### config.mk
export PLATFORM = sky130hd
export DESIGN_NAME = store_dispatch
export DESIGN_NICKNAME = d
export VERILOG_FILES = /design/src/rtl/store_dispatch.sv
export SDC_FILE = /design/constraint.sdc
export NUM_CORES = 1
export LEC_CHECK = 0
export CAP_MARGIN = 20
export CORE_UTILIZATION = 26
export DETAILED_ROUTE_END_ITERATION = 6
export HOLD_SLACK_MARGIN = 0.02
export SYNTH_ARGS = -nofsm -noshare
export SYNTH_HDL_FRONTEND = slang
export SYNTH_SLANG_ARGS = --single-unit
### constraint.sdc
create_clock -name clk -period 6.5 [get_ports clk]
set_input_delay 0.65 -clock clk [delete_from_list [all_inputs] [get_ports clk]]
set_output_delay 0.65 -clock clk [all_outputs]
set_load 0.1 [all_outputs]
### src/rtl/store_dispatch.sv
// MEM-stage store router: aligns store data/byte-enables for DMEM/IMEM, queues UART TX bytes,
// holds a single pending CONV write and pulses the counter reset.
module store_dispatch #(
    parameter int          TX_DEPTH     = 8,
    parameter int          MEM_AW       = 14,
    parameter logic [31:0] UART_TX_ADDR = 32'h8000_0008,
    parameter logic [31:0] CONV_WR_ADDR = 32'h8000_0040,
    parameter logic [31:0] CNT_RST_ADDR = 32'h8000_0018,
    localparam int         PW           = $clog2(TX_DEPTH),
    localparam int         LW           = PW + 1
) (
    input  logic              clk,
    input  logic              rst_n,
    input  logic              store_valid_i,
    input  logic [2:0]        funct3_i,
    input  logic [31:0]       addr_i,
    input  logic [31:0]       data_i,
    input  logic              pc30_i,
    output logic [3:0]        dmem_we_o,
    output logic [3:0]        imem_we_o,
    output logic [MEM_AW-1:0] mem_addr_o,
    output logic [31:0]       mem_din_o,
    output logic [7:0]        uart_tx_data_o,
    output logic              uart_tx_valid_o,
    input  logic              uart_tx_ready_i,
    output logic [LW-1:0]     tx_level_o,
    output logic              conv_wr_valid_o,
    output logic [31:0]       conv_wr_data_o,
    input  logic              conv_wr_ready_i,
    output logic              counter_rst_o,
    output logic              misaligned_o,
    output logic              stall_o
);

    logic [7:0]    fifo_q [TX_DEPTH];
    logic [PW-1:0] rd_q, wr_q;
    logic [LW-1:0] level_q, level_d;
    logic          conv_vld_q, conv_vld_d;
    logic [31:0]   conv_dat_q, conv_dat_d;
    logic          cnt_rst_q;

    logic       is_sb, is_sh, is_sw, ok;
    logic [3:0] lane;
    logic       mmio, uart_hit, conv_hit, cnt_hit, fifo_full, push, pop;

    always_comb begin
        is_sb        = funct3_i == 3'b000;
        is_sh        = funct3_i == 3'b001;
        is_sw        = funct3_i == 3'b010;
        misaligned_o = store_valid_i & ((is_sh & addr_i[0]) | (is_sw & (addr_i[1:0] != 2'b00)));
        ok           = store_valid_i & ~misaligned_o & (is_sb | is_sh | is_sw);
        lane         = 4'b0000;
        mem_din_o    = 32'h0;
        if (store_valid_i) begin
            if (is_sb) begin
                lane      = 4'b0001 << addr_i[1:0];
                mem_din_o = {4{data_i[7:0]}};
            end else if (is_sh) begin
                lane      = 4'b0011 << {addr_i[1], 1'b0};
                mem_din_o = {2{data_i[15:0]}};
            end else if (is_sw) begin
                lane      = 4'b1111;
                mem_din_o = data_i;
            end
        end
        mem_addr_o = store_valid_i ? addr_i[MEM_AW+1:2] : '0;
        // Region 0011 aliases DMEM and, only while running from BIOS, IMEM as well.
        dmem_we_o  = (ok && (addr_i[31:28] == 4'h1 || addr_i[31:28] == 4'h3)) ? lane : 4'b0000;
        imem_we_o  = (ok && pc30_i && (addr_i[31:28] == 4'h2 || addr_i[31:28] == 4'h3))
                   ? lane : 4'b0000;
        mmio       = ok && addr_i[31:28] == 4'h8;
        uart_hit   = mmio && addr_i == UART_TX_ADDR && (is_sb || is_sw);
        conv_hit   = mmio && addr_i == CONV_WR_ADDR;
        cnt_hit    = mmio && addr_i == CNT_RST_ADDR;
        fifo_full  = level_q == LW'(TX_DEPTH);
        // A full FIFO refuses the push even if the head pops this cycle.
        stall_o    = (uart_hit && fifo_full) || (conv_hit && conv_vld_q);
        push       = uart_hit && !fifo_full;
        pop        = uart_tx_valid_o && uart_tx_ready_i;
        level_d    = level_q + LW'(push) - LW'(pop);
        conv_vld_d = conv_vld_q && !conv_wr_ready_i;
        conv_dat_d = conv_dat_q;
        if (conv_hit && !conv_vld_q) begin
            conv_vld_d = 1'b1;
            conv_dat_d = data_i;
        end
    end

    always_ff @(posedge clk or negedge rst_n) begin
        if (!rst_n) begin
            rd_q       <= '0;
            wr_q       <= '0;
            level_q    <= '0;
            conv_vld_q <= 1'b0;
            conv_dat_q <= 32'h0;
            cnt_rst_q  <= 1'b0;
        end else begin
            if (push) wr_q <= wr_q + 1'b1;
            if (pop)  rd_q <= rd_q + 1'b1;
            level_q    <= level_d;
            conv_vld_q <= conv_vld_d;
            conv_dat_q <= conv_dat_d;
            cnt_rst_q  <= cnt_hit;
        end
    end

    always_ff @(posedge clk) begin
        if (push) fifo_q[wr_q] <= data_i[7:0];
    end

    assign uart_tx_data_o  = fifo_q[rd_q];
    assign uart_tx_valid_o = level_q != '0;
    assign tx_level_o      = level_q;
    assign conv_wr_valid_o = conv_vld_q;
    assign conv_wr_data_o  = conv_dat_q;
    assign counter_rst_o   = cnt_rst_q;

endmodule

==> results.json <==
{
  "rows": 51,
  "syn_area_sq_um": 5180,
  "mostFrequentLayoutCell": "clkdlybuf4s50_1",
  "slew_violations": 0,
  "use_met3": 0.0483,
  "die_area_sq_um": 20500,
  "fin_area_sq_um": 7540,
  "grt_max_degree": 45,
  "synth-seq-cells": 108,
  "finalWeightedCongestion": 0.827,
  "dpl_cell_area_sq_um": 7200,
  "worstSetupStartpointType": "input port",
  "relSlewSlack": 0.317,
  "cp_data_arrival_time_ps": 4060,
  "hold_path.class": "input port to asynchronous set/reset pin",
  "cts_tree": "yes",
  "final_cell_mix": "174 x clkdlybuf4s50_1, 64 x edfxtp_1, 44 x dfrtp_1",
  "cpPeakStageDelay_ps": 1150,
  "maxCapViolCount": 0,
  "clock-sinks": 108,
  "core_area_sq_um": 19500,
  "drive_gt1_frac": 0.102,
  "postCtsHoldBufs": 0,
  "worst_pin_slew_ps": 1020,
  "worst_r2r_path_depth": 12,
  "grt_use_met2": 0.240,
  "antenna_found_initial": 0,
  "ctsHtreeMaxLevel": 3,
  "worstPathMaxFanout": 18,
  "rsz0062_at_grt": "false",
  "cts_made_buffers": 9,
  "critPathRequiredTime_ps": 5850,
  "cts_post_setup_buffers_inserted": 0,
  "endpoint_kind": "output port",
  "crit_path_cell_trace": "clkdlybuf4s50_1 -> nor3_2 -> mux2i_1 -> nor2_1 -> clkdlybuf4s50_1",
  "p_per_area_nw_per_um2": 323,
  "startpoint": "funct3_i[0]",
  "initial_utilization": 0.265,
  "clkLatencyLatePin_ps": 350,
  "overflow": 0,
  "dr.first_iter.drc_count": 122,
  "die_y_microns": 143,
  "critPathKind": "input port to output port",
  "grt_pass1_vias": 4015,
  "ant_nets": 0,
  "dr.pass1.iters": 4,
  "vias_per_cell": 4.51,
  "syn_nets": 454,
  "path_buf_inv": 2,
  "busiest_layer": "met2",
  "max_clock_freq_mhz": 212,
  "r2r_slack_ps": 3510,
  "grt_usage": 0.152,
  "die_x_microns": 143,
  "period_share": 0.724,
  "clk_pin_slew_ps": 80,
  "reg2reg_from": "tx_level_o[2]",
  "setup_viol": 0,
  "cts_resized": 0,
  "io_buffers": 175,
  "area_delta_synth_final_pct": 45.6,
  "vias": 3666,
  "wirelength_microns": 14800,
  "seq_area_frac_synth": 0.584,
  "cpLargestDelayFamily": "buffers and inverters",
  "cpMaxStageDelayCell": "clkdlybuf4s50_1",
  "total_power_mw": 2.44,
  "ys_types": 45,
  "route.detailed.drc": 0,
  "p_leak_nw": 2.85,
  "fin_ws_ps": 1790,
  "yosysWarnings": 0,
  "wl_per_cell_microns": 18.2,
  "peakVddDrop_uv": 176,
  "clock_skew_ps": 7.60,
  "pin_count": 176,
  "synthCells": 372,
  "fin_crit_ps": 4710,
  "status": "finished clean",
  "crit_top_cell": "clkdlybuf4s50_1",
  "setup_tns_ps": 0,
  "layout.nets": 625,
  "synth_area_per_cell_sq_um": 13.9,
  "r2r_end": "tx_level_o[2]",
  "antenna_cells": 0,
  "cts-root-buf": "clkbuf_16",
  "detailed_place_hpwl_microns": 10400,
  "final-hold-violation-count": 0,
  "grt_pass1_wl_microns": 23000,
  "cts_buffer_depth": 2,
  "gr-usage-met1": 0.194,
  "pre_cts_ws_ps": 1820
}
## synthesized netlist by cell type, drive strengths merged
master  instances  area share
edfxtp         64        0.37
dfrtp          44        0.21
nor2           43       0.031
mux2           42       0.092
and2           22       0.027
mux2i          16       0.031
mux4           16       0.070
a21oi          13       0.013
clkbuf         12      0.0087
inv            11      0.0080
nor2b          11       0.013
a211oi          8       0.012
buf             8       0.013
ha              8       0.019
nor3            7      0.0087
nand2           6      0.0048
nor4            6       0.011
nand2b          5      0.0065
o21ai           5      0.0048
xnor2           4      0.0068
a21o            3      0.0043
nand3           3      0.0029
nor3b           3      0.0043
nor4b           2      0.0063
xor2            2      0.0034
a32oi           1      0.0017
and4            1      0.0017
and4b           1      0.0019
fa              1      0.0039
nand3b          1      0.0014
nand4           1      0.0012
or3             1      0.0012
or4b            1      0.0027
## per-layer routing
| layer | vias up | part of all wire | wire length [microns] |
|---|---|---|---|
| met5 | - | 0 | 0 |
| met3 | 23 | 0.079 | 1170 |
| met1 | 1798 | 0.44 | 6450 |
| met2 | 139 | 0.47 | 6900 |
| li1 | 1706 | - | - |
| met4 | 0 | 0.019 | 280 |
## state kept, by name, indices dropped and copies added (netlist names)
signal,count
wr_q,3
tx_level_o,4
conv_wr_valid_o,1
conv_wr_data_o,32
rd_q,3
fifo_q,64
counter_rst_o,1
## per-stage QoR
stage / utilization / hold WS (ps) / std cells
3_3_place_gp: 0.367 / 468 / 795
6_report: 0.386 / 246 / 813
4_1_cts: 0.385 / 493 / 812
5_1_grt: 0.386 / 269 / 813
3_5_place_dp: 0.369 / 475 / 796
2_1_floorplan: - / 354 / 372
## area by class of cell
cell class / instances / area (sq um)
clock buffers: 9 / 225
clock inverters: 7 / 100
fillers: 1906 / 12000
inverters: 11 / 41.3
multi-input cells: 233 / 2000
flip-flops and latches: 108 / 3020
well taps: 265 / 332
repair buffers: 180 / 1820
## cells by family after synthesis
| family | synth area share |
|---|---|
| AOI/OAI and AO/OA | 0.0350 |
| and+or+nand+nor | 0.126 |
| buffers and inverters | 0.0295 |
| muxes | 0.193 |
| adders and majority gates | 0.0232 |
| xor gates and xnor gates | 0.0101 |
| DFF | 0.584 |
## worst max path at each step
stage / end / slack [ps] / cells after the start
after floorplan: stall_o / 2110 / 4
after global placement: imem_we_o[0] / 1910 / 5
after detailed placement: dmem_we_o[1] / 1820 / 5
after CTS: imem_we_o[0] / 1810 / 5
after global routing: imem_we_o[0] / 1580 / 6
final: mem_din_o[12] / 1790 / 5
## power breakdown
part	total [mW]	switching [mW]	internal, mW
Combinational	1.03	0.682	0.343
Sequential	0.815	0.0636	0.751
Clock	0.595	0.255	0.340
Total	2.44	1.00	1.43
Note: power is estimated with default switching activity, not from simulation.
